$ cat config.mk
export PLATFORM = sky130hd
export DESIGN_NAME = wall_probe_sched
export DESIGN_NICKNAME = d
export VERILOG_FILES = /design/src/rtl/wall_probe_sched_pkg.sv /design/src/rtl/rr_arbiter.sv /design/src/rtl/wall_probe_sched.sv
export SDC_FILE = /design/constraint.sdc
export NUM_CORES = 1
export LEC_CHECK = 0
export BUFFER_PORTS_ARGS = -buffer_cell sky130_fd_sc_hd__buf_2
export CAP_MARGIN = 25
export CORE_AREA = 2 2 168 104
export CTS_CLUSTER_DIAMETER = 150
export CTS_CLUSTER_SIZE = 8
export DETAILED_ROUTE_END_ITERATION = 10
export DIE_AREA = 0 0 170 106
export PLACE_DENSITY = 0.58
export SYNTH_ARGS = -nofsm -noshare
export SYNTH_HDL_FRONTEND = slang
export SYNTH_SLANG_ARGS = --single-unit
$ cat constraint.sdc
create_clock -name clk -period 10 [get_ports clk]
set_clock_uncertainty 0.05 [all_clocks]
set_input_delay 0.5 -clock clk [delete_from_list [all_inputs] [get_ports clk]]
set_output_delay 0.5 -clock clk [all_outputs]
set_load 0.03 [all_outputs]
$ cat src/rtl/wall_probe_sched_pkg.sv
// Shared maze geometry, mover directions and scheduler state encoding
// used by the wall probe scheduler and the movers around it.
package wall_probe_sched_pkg;

  localparam int CELL_SIZE_DEF = 16;
  localparam int MAZE_X0_DEF   = 0;
  localparam int MAZE_Y0_DEF   = 0;
  localparam int MAP_WIDTH     = 40;
  localparam int MAP_HEIGHT    = 30;

  typedef enum logic [1:0] {
    DIR_UP    = 2'd0,
    DIR_RIGHT = 2'd1,
    DIR_DOWN  = 2'd2,
    DIR_LEFT  = 2'd3
  } dir_t;

  typedef enum logic [2:0] {
    S_IDLE,
    S_GRANT,
    S_P0,
    S_P1,
    S_P2,
    S_P3,
    S_RESP
  } state_t;

endpackage

$ cat src/rtl/rr_arbiter.sv
// Round-robin arbiter: grants the first requester at or after the pointer;
// the pointer moves to just past the served index when advance is pulsed.
module rr_arbiter #(
  parameter int N  = 4,
  parameter int IW = (N > 1) ? $clog2(N) : 1
) (
  input  logic          clk,
  input  logic          rst_n,
  input  logic [N-1:0]  req,
  input  logic          advance,
  input  logic [IW-1:0] id,
  output logic [N-1:0]  grant,
  output logic [IW-1:0] grant_idx
);

  logic [IW-1:0] ptr;
  logic          found;

  always_ff @(posedge clk) begin
    if (!rst_n) begin
      ptr <= '0;
    end else if (advance) begin
      ptr <= (int'(id) == N - 1) ? '0 : id + IW'(1);
    end
  end

  // Scan from the far end so the requester closest to ptr is written last.
  always_comb begin
    grant_idx = '0;
    found     = 1'b0;
    grant     = '0;
    for (int i = N - 1; i >= 0; i--) begin
      if (req[(int'(ptr) + i) % N]) begin
        grant_idx = IW'((int'(ptr) + i) % N);
        found     = 1'b1;
      end
    end
    grant[grant_idx] = found;
  end

endmodule

$ cat src/rtl/wall_probe_sched.sv
// Time-shares the combinational maze wall lookup between movers: arbitrates a
// one-step move, probes the four sprite corners one per cycle, reports the result.
module wall_probe_sched
  import wall_probe_sched_pkg::*;
#(
  parameter int NUM_REQ   = 4,
  parameter int STEP      = 1,
  parameter int SPRITE_W  = 8,
  parameter int SPRITE_H  = 8,
  parameter int CELL_SIZE = CELL_SIZE_DEF,
  parameter int MAZE_X0   = MAZE_X0_DEF,
  parameter int MAZE_Y0   = MAZE_Y0_DEF
) (
  input  logic                 clk,
  input  logic                 rst_n,
  input  logic [NUM_REQ-1:0]   req,
  input  logic [NUM_REQ*10-1:0] req_x,
  input  logic [NUM_REQ*9-1:0] req_y,
  input  logic [NUM_REQ*2-1:0] req_dir,
  output logic [9:0]           probe_x,
  output logic [8:0]           probe_y,
  input  logic                 probe_wall,
  output logic                 busy,
  output logic [NUM_REQ-1:0]   done,
  output logic                 blocked,
  output logic [9:0]           new_x,
  output logic [8:0]           new_y
);

  localparam int IW    = (NUM_REQ > 1) ? $clog2(NUM_REQ) : 1;
  localparam int X_LIM = MAZE_X0 + MAP_WIDTH * CELL_SIZE;
  localparam int Y_LIM = MAZE_Y0 + MAP_HEIGHT * CELL_SIZE;
  localparam logic signed [10:0] STEP_S = 11'(STEP);
  localparam logic signed [10:0] W_OFF  = 11'(SPRITE_W - 1);
  localparam logic signed [10:0] H_OFF  = 11'(SPRITE_H - 1);

  state_t state, state_nxt;

  logic [NUM_REQ-1:0] gnt;
  logic [IW-1:0]      gnt_idx, id_q;
  logic [9:0]         sel_x, x_q, probe_hold_x;
  logic [8:0]         sel_y, y_q, probe_hold_y;
  dir_t               sel_dir;
  logic signed [10:0] cand_x, cand_y, cx_q, cy_q;
  logic               bounds_fail, blk_q;

  rr_arbiter #(.N(NUM_REQ), .IW(IW)) u_arb (
    .clk      (clk),
    .rst_n    (rst_n),
    .req      (req),
    .advance  (state == S_RESP),
    .id       (id_q),
    .grant    (gnt),
    .grant_idx(gnt_idx)
  );

  assign sel_x   = req_x[int'(gnt_idx) * 10 +: 10];
  assign sel_y   = req_y[int'(gnt_idx) * 9 +: 9];
  assign sel_dir = dir_t'(req_dir[int'(gnt_idx) * 2 +: 2]);

  // Candidate is signed so a step off the top/left edge reads as negative.
  always_comb begin
    cand_x = signed'({1'b0, sel_x});
    cand_y = signed'({2'b00, sel_y});
    case (sel_dir)
      DIR_UP:    cand_y = cand_y - STEP_S;
      DIR_RIGHT: cand_x = cand_x + STEP_S;
      DIR_DOWN:  cand_y = cand_y + STEP_S;
      DIR_LEFT:  cand_x = cand_x - STEP_S;
      default:   ;
    endcase
    bounds_fail = (int'(cand_x) < MAZE_X0) || (int'(cand_y) < MAZE_Y0) ||
                  (int'(cand_x) + SPRITE_W > X_LIM) ||
                  (int'(cand_y) + SPRITE_H > Y_LIM);
  end

  // NOTE: every output of a combinational block gets a default before the
  // case, otherwise a missed branch silently infers a latch.
  always_comb begin
    state_nxt = state;
    case (state)
      S_IDLE:  if (|req) state_nxt = S_GRANT;
      S_GRANT: state_nxt = !(|gnt) ? S_IDLE : (bounds_fail ? S_RESP : S_P0);
      S_P0:    state_nxt = probe_wall ? S_RESP : S_P1;
      S_P1:    state_nxt = probe_wall ? S_RESP : S_P2;
      S_P2:    state_nxt = probe_wall ? S_RESP : S_P3;
      S_P3:    state_nxt = S_RESP;
      S_RESP:  state_nxt = S_IDLE;
      default: state_nxt = S_IDLE;
    endcase
  end

  // Probe address goes straight to the lookup in the same cycle as the probe.
  always_comb begin
    probe_x = probe_hold_x;
    probe_y = probe_hold_y;
    case (state)
      S_P0: begin probe_x = cx_q[9:0];          probe_y = cy_q[8:0];         end
      S_P1: begin probe_x = 10'(cx_q + W_OFF);  probe_y = cy_q[8:0];         end
      S_P2: begin probe_x = cx_q[9:0];          probe_y = 9'(cy_q + H_OFF);  end
      S_P3: begin probe_x = 10'(cx_q + W_OFF);  probe_y = 9'(cy_q + H_OFF);  end
      default: ;
    endcase
  end

  assign busy = (state != S_IDLE);

  // NOTE: sequential state uses non-blocking assignments so every register
  // samples pre-edge values regardless of statement order.
  always_ff @(posedge clk) begin
    if (!rst_n) begin
      // NOTE: the small datapath registers are reset too, so a reset mid-probe
      // leaves no stale result or probe address behind.
      state        <= S_IDLE;
      id_q         <= '0;
      x_q          <= '0;
      y_q          <= '0;
      cx_q         <= '0;
      cy_q         <= '0;
      blk_q        <= 1'b0;
      probe_hold_x <= '0;
      probe_hold_y <= '0;
      done         <= '0;
      blocked      <= 1'b0;
      new_x        <= '0;
      new_y        <= '0;
    end else begin
      state        <= state_nxt;
      probe_hold_x <= probe_x;
      probe_hold_y <= probe_y;
      done         <= '0;
      case (state)
        S_GRANT: begin
          id_q  <= gnt_idx;
          x_q   <= sel_x;
          y_q   <= sel_y;
          cx_q  <= cand_x;
          cy_q  <= cand_y;
          blk_q <= bounds_fail;
        end
        S_P0, S_P1, S_P2, S_P3: begin
          if (probe_wall) blk_q <= 1'b1;
        end
        S_RESP: begin
          done[id_q] <= 1'b1;
          blocked    <= blk_q;
          new_x      <= blk_q ? x_q : cx_q[9:0];
          new_y      <= blk_q ? y_q : cy_q[8:0];
        end
        default: ;
      endcase
    end
  end

endmodule

### After elaboration in Yosys (flattened, before gate mapping)

Index checks and enable logic that the tools add are counted.

| storage, ports and cells | value |
|---|---|
| bits in registers | 89 |
| bits of input ports | 91 |
| output and inout port bits | 44 |
| logic and storage cells | 119 |

| cells by class | value |
|---|---|
| add/subtract/negate cells | 12 |
| multiply operators | 2 |
| magnitude comparators | 12 |
| equality and inequality tests | 12 |
| shift-type cells | 3 |
| muxes and demuxes | 39 |
| bitwise logic cells | 4 |
| reductions and logical operators | 21 |

Operator list:

| operator | count |
|---|---|
| $pmux W11 S2 | 2 |
| $shiftx A40 B7 Y10 | 1 |
| $shiftx A36 B7 Y9 | 1 |
| $add A11 B5 Y12 const B | 2 |
| $lt A11 B1 Y1 const B | 2 |
| $pmux W10 S2 | 1 |
| $pmux W3 S6 | 1 |
| $pmux W9 S2 | 1 |
| $mux W1 | 14 |
| $mux W2 | 7 |
| $reduce_or A2 Y1 | 7 |
| $gt A12 B10 Y1 const B | 1 |
| $gt A12 B11 Y1 const B | 1 |
| $lt A3 B4 Y1 const B | 3 |
| $mux W3 | 4 |
| $reduce_or A4 Y1 | 3 |
| $add A10 B1 Y11 const B | 1 |
| $sub A10 B1 Y11 const B | 1 |
| $add A10 B4 Y10 const B | 1 |
| $add A9 B1 Y10 const B | 1 |
| $mux W10 | 1 |
| $sub A9 B1 Y10 const B | 1 |
| $add A9 B4 Y9 const B | 1 |
| $eq A3 B3 Y1 const B | 3 |
| other kinds (25) | 44 |

### Longest topological paths before layout

| depth | value |
|---|---|
| depth after elaboration | 21 |
| mapped depth | 22 |
| gate-level depth less buffers | 20 |

### Hierarchy

From an unflattened synthesis, not the netlist that was laid out.

| second synthesis, totals | value |
|---|---|
| cells, all modules | 683 |
| area, all modules | 5,664.2 µm² |

By module, submodules not included:

| module | times used | cells an instance | area each (µm²) | seq. area each (µm²) |
|---|---|---|---|---|
| wall_probe_sched | 1 | 644 | 5,375.2 | 1,741.7 |
| rr_arbiter | 1 | 39 | 289.0 | 40.0 |

### Worst setup path before layout

Ideal clock, no wire load.

| timing path | value |
|---|---|
| kind | in2reg |
| from | input req[2] |
| to | register blk_q |
| setup time | 0.137 ns |
| arrival time | 4.622 ns |
| data required time | 9.813 ns |
| path slack | 5.191 ns |
| stages on the path | 20 |
| buffers on the path | 0 |
| path through | and2b_1 a311oi_4 nor2_4 mux2i_1 mux2i_1 nand2_1 inv_1 ha_1 nand2_1 o22ai_1 or4_4 a21oi_2 xnor2_1 ha_1 inv_1 o311a_1 nor4_2 xnor2_1 a211oi_2 a31oi_1 |

| on the way | value |
|---|---|
| cells in the longest elaborated chain, start to end | 16 |
| elaborated cells between the ends (all ways) | 40 |
| classes of those cells | add/sub (6); mul (2); order compare (4); eq/ne (3); shift (3); mux (18); reduce/logical (4) |

RTL lines:

| element | line | text |
|---|---|---|
| from (decl) | wall_probe_sched.sv:16 | `input logic [NUM_REQ-1:0] req,` |
| $bmux W1 S2 | rr_arbiter.sv:33 | `if (req[(int'(ptr) + i) % N]) begin` |
| $mux W1 (implied by the code) (2 in series) | rr_arbiter.sv:33 |  |
| $mux W2 (3 in series) | rr_arbiter.sv:33 |  |
| $mux W2 (*) | rr_arbiter.sv:33 |  |
| $mul A2 B3 Y5 | wall_probe_sched.sv:57 | `assign sel_x = req_x[int'(gnt_idx) * 10 +: 10];` |
| $shiftx A40 B7 Y10 | wall_probe_sched.sv:57 |  |
| $sub A10 B1 Y11 or $add A10 B1 Y11 (tied branches) | wall_probe_sched.sv:69, wall_probe_sched.sv:67 |  |
| $pmux W11 S2 (*) | wall_probe_sched.sv:65 | `case (sel_dir)` |
| net cand_x[3] | wall_probe_sched.sv:44 | `logic signed [10:0] cand_x, cand_y, cx_q, cy_q;` |
| $add A11 B5 Y12 or $lt A11 B1 Y1 (tied branches) | wall_probe_sched.sv:73, wall_probe_sched.sv:72 |  |
| $gt A12 B11 Y1 or $logic_or A1 B1 Y1 (tied branches) | wall_probe_sched.sv:73, wall_probe_sched.sv:72 |  |
| $logic_or A1 B1 Y1 (*) | wall_probe_sched.sv:72 | `bounds_fail = (int'(cand_x) < MAZE_X0) \|\| (int'(cand_y) < MAZE_Y0) \|\|` |
| $logic_or A1 B1 Y1 (*) | wall_probe_sched.sv:73 | `(int'(cand_x) + SPRITE_W > X_LIM) \|\|` |
| $pmux W1 S2 (*) | wall_probe_sched.sv:132 | `case (state)` |
| to (signal assigned) | wall_probe_sched.sv:139 | `blk_q <= bounds_fail;` |
| to (decl) | wall_probe_sched.sv:45 | `logic bounds_fail, blk_q;` |

Mark *: on every way through the listed nets, which the timed path passes. The rest lies on a longest branch. The select of a mux whose other input is x is not followed.
A chain may end at the register's enable or synchronous reset.

### Worst setup path in the final report

| timing path | value |
|---|---|
| from | register u_arb.ptr[0] |
| to | register blk_q |

| on the way | value |
|---|---|
| cells in the longest elaborated chain, start to end | 17 |
| elaborated cells between the ends (all ways) | 43 |
| classes of those cells | add/sub (9); mul (2); order compare (4); eq/ne (3); shift (3); mux (18); reduce/logical (4) |

RTL lines:

| element | line | text |
|---|---|---|
| from (decl) | rr_arbiter.sv:16 | `logic [IW-1:0] ptr;` |
| from (signal assigned) | rr_arbiter.sv:23 | `ptr <= (int'(id) == N - 1) ? '0 : id + IW'(1);` |
| $add A2 B2 Y2 | rr_arbiter.sv:33, rr_arbiter.sv:34 |  |
| $bmux W1 S2 | rr_arbiter.sv:33 |  |
| $mux W1 (implied by the code) (2 in series) | rr_arbiter.sv:33 |  |
| $mux W2 (3 in series) | rr_arbiter.sv:33 |  |
| $mux W2 (*) | rr_arbiter.sv:33 |  |
| $mul A2 B3 Y5 | wall_probe_sched.sv:57 |  |
| $shiftx A40 B7 Y10 | wall_probe_sched.sv:57 |  |
| $sub A10 B1 Y11 or $add A10 B1 Y11 (tied branches) | wall_probe_sched.sv:69, wall_probe_sched.sv:67 |  |
| $pmux W11 S2 (*) | wall_probe_sched.sv:65 |  |
| net cand_x[3] | wall_probe_sched.sv:44 |  |
| $add A11 B5 Y12 or $lt A11 B1 Y1 (tied branches) | wall_probe_sched.sv:73, wall_probe_sched.sv:72 |  |
| $gt A12 B11 Y1 or $logic_or A1 B1 Y1 (tied branches) | wall_probe_sched.sv:73, wall_probe_sched.sv:72 |  |
| $logic_or A1 B1 Y1 (*) | wall_probe_sched.sv:72 |  |
| $logic_or A1 B1 Y1 (*) | wall_probe_sched.sv:73 |  |
| $pmux W1 S2 (*) | wall_probe_sched.sv:132 |  |

Marked as above.

==> results.tsv <==
stage	metric	value	unit
die	# IOs	135	
clock_tree	Clock Path Buffers	2	
logic_synthesis	Cell Area, Synth	0.006165	sq mm
worst_setup_path	R2R Path Start	u_arb.ptr[0]$_SDFFE_PN0N_	
finish	Nets	1005	
power_and_ir_drop	Reg power frac	30.6	%
timing	final worst path period share	54.44	%
clock_tree	CTS tree	yes	
power_and_ir_drop	combinational power share	49.9	%
clock_tree	cts repair resizes	0	
worst_setup_path	max incr delay on CP	640	ps
die	Core Rows	37	
worst_hold_path	Hold Startpoint	x_q[2]$_SDFFE_PN0P_	
global_routing	initial antenna violation count	0	
placement	routability cong.	0.8903	
worst_setup_path	Critical Path End Type	register	
timing	Slew HR	43.44	%
clock_tree	CTS H-tree lvls	3	
power_and_ir_drop	Clock power frac	19.5	%
logic_synthesis	Post-synth EDFFs	0	
worst_setup_path	WS Path Type	register to register	
route	1st-pass router iterations	7	
global_routing	largest net degree at the start of global routing	90	
route	Starting DRT DRC Count	472	
power_and_ir_drop	Total Power	0.001716	W
worst_hold_path	Hold Crit Class	register to register	
worst_setup_path	Reg2Reg Capture Point	blk_q$_SDFFE_PN0P_	
timing	Max Slew Vio Count	0	
power_and_ir_drop	Worst VDD drop	0.09327	mV
global_routing	Overflow after GRT	0	
clock_tree	root buffer cell	clkbuf_16	
die	Core Box Area	0.01667	sq mm
clock_tree	CTS Sinks	89	
route	max layer used	met4	
logic_synthesis	Synth Flop Type	dfxtp_1	
status	status	complete, no violations	
timing	minimum clock period	5444	ps
worst_setup_path	family with the most delay on the worst path	compound AO/OA/AOI/OAI gates	
placement	Port Buf Inserts	134	
worst_setup_path	startpoint type of the worst setup path	register	
logic_synthesis	Post-Synthesis Cells	792	
clock_tree	cts bufs inserted	9	
worst_setup_path	Arr. time, crit path	5620	ps
worst_hold_path	worst hold stages	2	
timing	Final Hold Vio Count	0	
worst_setup_path	crit-path cells	nand2b_1, a21oi_1, nor2_4, mux2i_1, mux2i_2, buf_4, nand2_1, inv_1, ha_1, nand2_1, o22ai_1, or4_4, a21oi_2, xnor2_1, ha_1, inv_1, o311a_1, nor4_2, xnor2_1, a211oi_2, a31oi_1	
power_and_ir_drop	Leak	3.434	nW
route	per-cell routed wire length	15.71	um
die	Die W	170	um
finish	Diodes inserted	0	
timing	setup TNS	0	ps
timing	RSZ-0062 raised after global routing	no	
route	metal3 WL	1.268	mm
timing	Final setup violation count	0	
timing	slew at the pin with the worst max-slew slack	824.7	ps
clock_tree	Worst-Skew Late Latency	350	ps
route	met2 WL	6.686	mm
run	max-cap check violation count	0	
clock_tree	# hold bufs at CTS	0	
route	Metal-1 WL	9.491	mm
power_and_ir_drop	Psw	0.0007838	W
worst_setup_path	Worst EP required	10180	ps
placement	Post-Place Setup Slack	3941	ps
global_routing	GRT Total Usage	19.62	%
timing	Max Clk Rate	183.7	MHz
global_routing	number of global-route vias before repair	5269	
worst_setup_path	R2R Setup Slk	4560	ps
logic_synthesis	post-synthesis register bit count	89	
clock_tree	clock slew at reported path FFs	70	ps
route	Vias per Instance	5.264	
logic_synthesis	asr flop ratio synth	0	%
route	DRC	0	
timing	final setup margin	4556	ps
worst_setup_path	Slowest-stage cell, CP	a21oi_1	
global_routing	first-pass GRT wire length	27.81	mm
logic_synthesis	Yosys cell types	69	
die	initial core utilization	36.99	%
die	die area	0.01802	sq mm
power_and_ir_drop	power per cell area	234.6	mW/mm^2
route	DRT Wirelength	17.53	mm
worst_setup_path	Worst Reg-to-Reg Cells	21	
finish	share of layout cells above drive strength 1	20.84	%
logic_synthesis	Avg Inst Size Synth	7.784	sq um
power_and_ir_drop	internal power	0.0009317	W
worst_setup_path	CP bufs+invs	3	
power_and_ir_drop	fraction of power spent switching nets	45.69	%
logic_synthesis	Seq/Total Area, Yosys	28.90	%
worst_setup_path	CP max FO	27	
logic_synthesis	Syn Nets	900	
logic_synthesis	number of warnings issued by yosys	0	
route	vias	5875	
die	Die H	106	um
route	Post-DRT Antenna Nets	0	
worst_hold_path	Hold EP	x_q[2]$_SDFFE_PN0P_	
clock_tree	number of setup buffers added after CTS	0	
placement	Post-DP HPWL	13.34	mm
finish	Syn-to-layout area delta	18.63	%
[kinds of logic after synthesis]
| logic type | after synthesis | synth area share (%) |
|---|---|---|
| AND/OR/NAND/NOR | 344 | 27.28 |
| multiplexers | 57 | 9.458 |
| flip-flops | 89 | 28.90 |
| AO/OA/AOI/OAI | 170 | 20.44 |
| buffers and inverters | 80 | 5.297 |
| adder cells (fa/ha/maj) | 21 | 4.222 |
| XOR/XNOR | 31 | 4.404 |
[registers in the layout, summed over array words and instances (netlist names), 9 cells and up]
| signal | cells |
|---|---|
| cy_q | 9 |
| x_q | 10 |
| probe_hold_x | 10 |
| cx_q | 10 |
| new_y | 9 |
| new_x | 10 |
| probe_hold_y | 9 |
| y_q | 9 |
[cell usage after synthesis, types with 4 or more instances]
| cell | n | area share, % |
|---|---|---|
| a211oi_1 | 12 | 1.5 |
| a31oi_1 | 6 | 0.61 |
| nor4_1 | 6 | 0.61 |
| o211ai_1 | 7 | 0.85 |
| ha_1 | 16 | 3.2 |
| and2_1 | 36 | 3.7 |
| a21boi_0 | 11 | 1.3 |
| xnor2_1 | 20 | 2.8 |
| nor3_1 | 8 | 0.65 |
| nor2b_1 | 13 | 1.3 |
| a21oi_1 | 21 | 1.7 |
| buf_2 | 6 | 0.49 |
| dfxtp_1 | 89 | 29 |
| and3_1 | 13 | 1.3 |
| o211a_1 | 31 | 5.0 |
| buf_1 | 4 | 0.24 |
| or3_1 | 7 | 0.71 |
| nand4_1 | 5 | 0.51 |
| nor2_1 | 42 | 2.6 |
| mux2_2 | 10 | 1.8 |
| nand2_1 | 156 | 9.5 |
| xor2_1 | 11 | 1.6 |
| mux2i_1 | 47 | 7.6 |
| o21ai_0 | 45 | 3.7 |
| nand2b_1 | 5 | 0.51 |
| nor3b_1 | 12 | 1.5 |
| inv_1 | 28 | 1.7 |
| clkbuf_1 | 39 | 2.4 |
| maj3_1 | 4 | 0.65 |
| nand3_1 | 23 | 1.9 |
[power by group through the flow]
| stage | registers, W | logic, W | clock network, W |
|---|---|---|---|
| CTS | 0.000524 | 0.000854 | 0.000343 |
| global placement | 0.000532 | 0.000845 | 0 |
| global route | 0.000538 | 0.000952 | 0.000356 |
| detailed placement | 0.000532 | 0.000850 | 0 |
| finish | 0.000525 | 0.000856 | 0.000334 |
| floorplan | 0.000505 | 0.000647 | 0 |
[area by class of cell]
cell class	instances	area, sq um
Fill cell	1697	9353
Multi-Input combinational cell	623	4068
Sequential cell	89	1782
Timing Repair Buffer	146	800.8
Tap cell	214	267.8
Clock buffer	9	225.2
Inverter	28	105.1
Clock inverter	7	65.06
[routing by layer]
layer | track usage, % | vias up
met2 | 27.08 | 203
met1 | 30.89 | 2667
met3 | 4.393 | 8
li1 | - | 2997
met4 | 3.114 | 0
met5 | 0 | -
[worst max-delay path by stage]
| stage | end | slack (ps) | start | cells past startpoint |
|---|---|---|---|---|
| 2_1_floorplan | blk_q$_SDFFE_PN0P_ | 5190 | req[2] | 20 |
| 3_3_place_gp | blk_q$_SDFFE_PN0P_ | 4040 | req[2] | 22 |
| 3_5_place_dp | blk_q$_SDFFE_PN0P_ | 3940 | req[2] | 22 |
| 4_1_cts | blk_q$_SDFFE_PN0P_ | 4120 | u_arb.ptr[0]$_SDFFE_PN0N_ | 21 |
| 5_1_grt | state[2]$_SDFFE_PN0P_ | 4050 | u_arb.ptr[0]$_SDFFE_PN0N_ | 21 |
| 6_report | blk_q$_SDFFE_PN0P_ | 4560 | u_arb.ptr[0]$_SDFFE_PN0N_ | 21 |
[per-stage QoR]
stage	hold WS (ps)	std cells	util [%]	cell area, sq um
finish	420.9	1116	43.88	7313
global route	447.1	1116	43.88	7313
CTS	425.1	1114	43.55	7258
detailed placement	415.9	1098	41.81	6968
global placement	409.4	1097	41.76	6960
floorplan	393.1	792	-	6165
[worst min-delay path, stage by stage (launching register included)]
cell	delay, ps
dfxtp_1	310
nand2_1	50
a21boi_0	70
[placed cells by master (no fill, tap or decap), drive strengths merged, types with 9 or more instances in the layout]
cell type | netlist | final
ha | 16 | 16
o21ai | 47 | 47
xnor2 | 20 | 20
clkbuf | 39 | 9
xor2 | 11 | 11
nand3 | 23 | 23
nor3 | 10 | 10
and3 | 13 | 13
o211a | 31 | 31
dfxtp | 89 | 89
a21oi | 22 | 22
mux2i | 47 | 47
mux2 | 10 | 10
inv | 28 | 34
nor2 | 43 | 43
a21boi | 11 | 11
nor2b | 13 | 13
nor3b | 12 | 12
nand2 | 156 | 156
a211oi | 14 | 14
buf | 13 | 146
and2 | 36 | 36
Power figures use the tool's default switching activity.
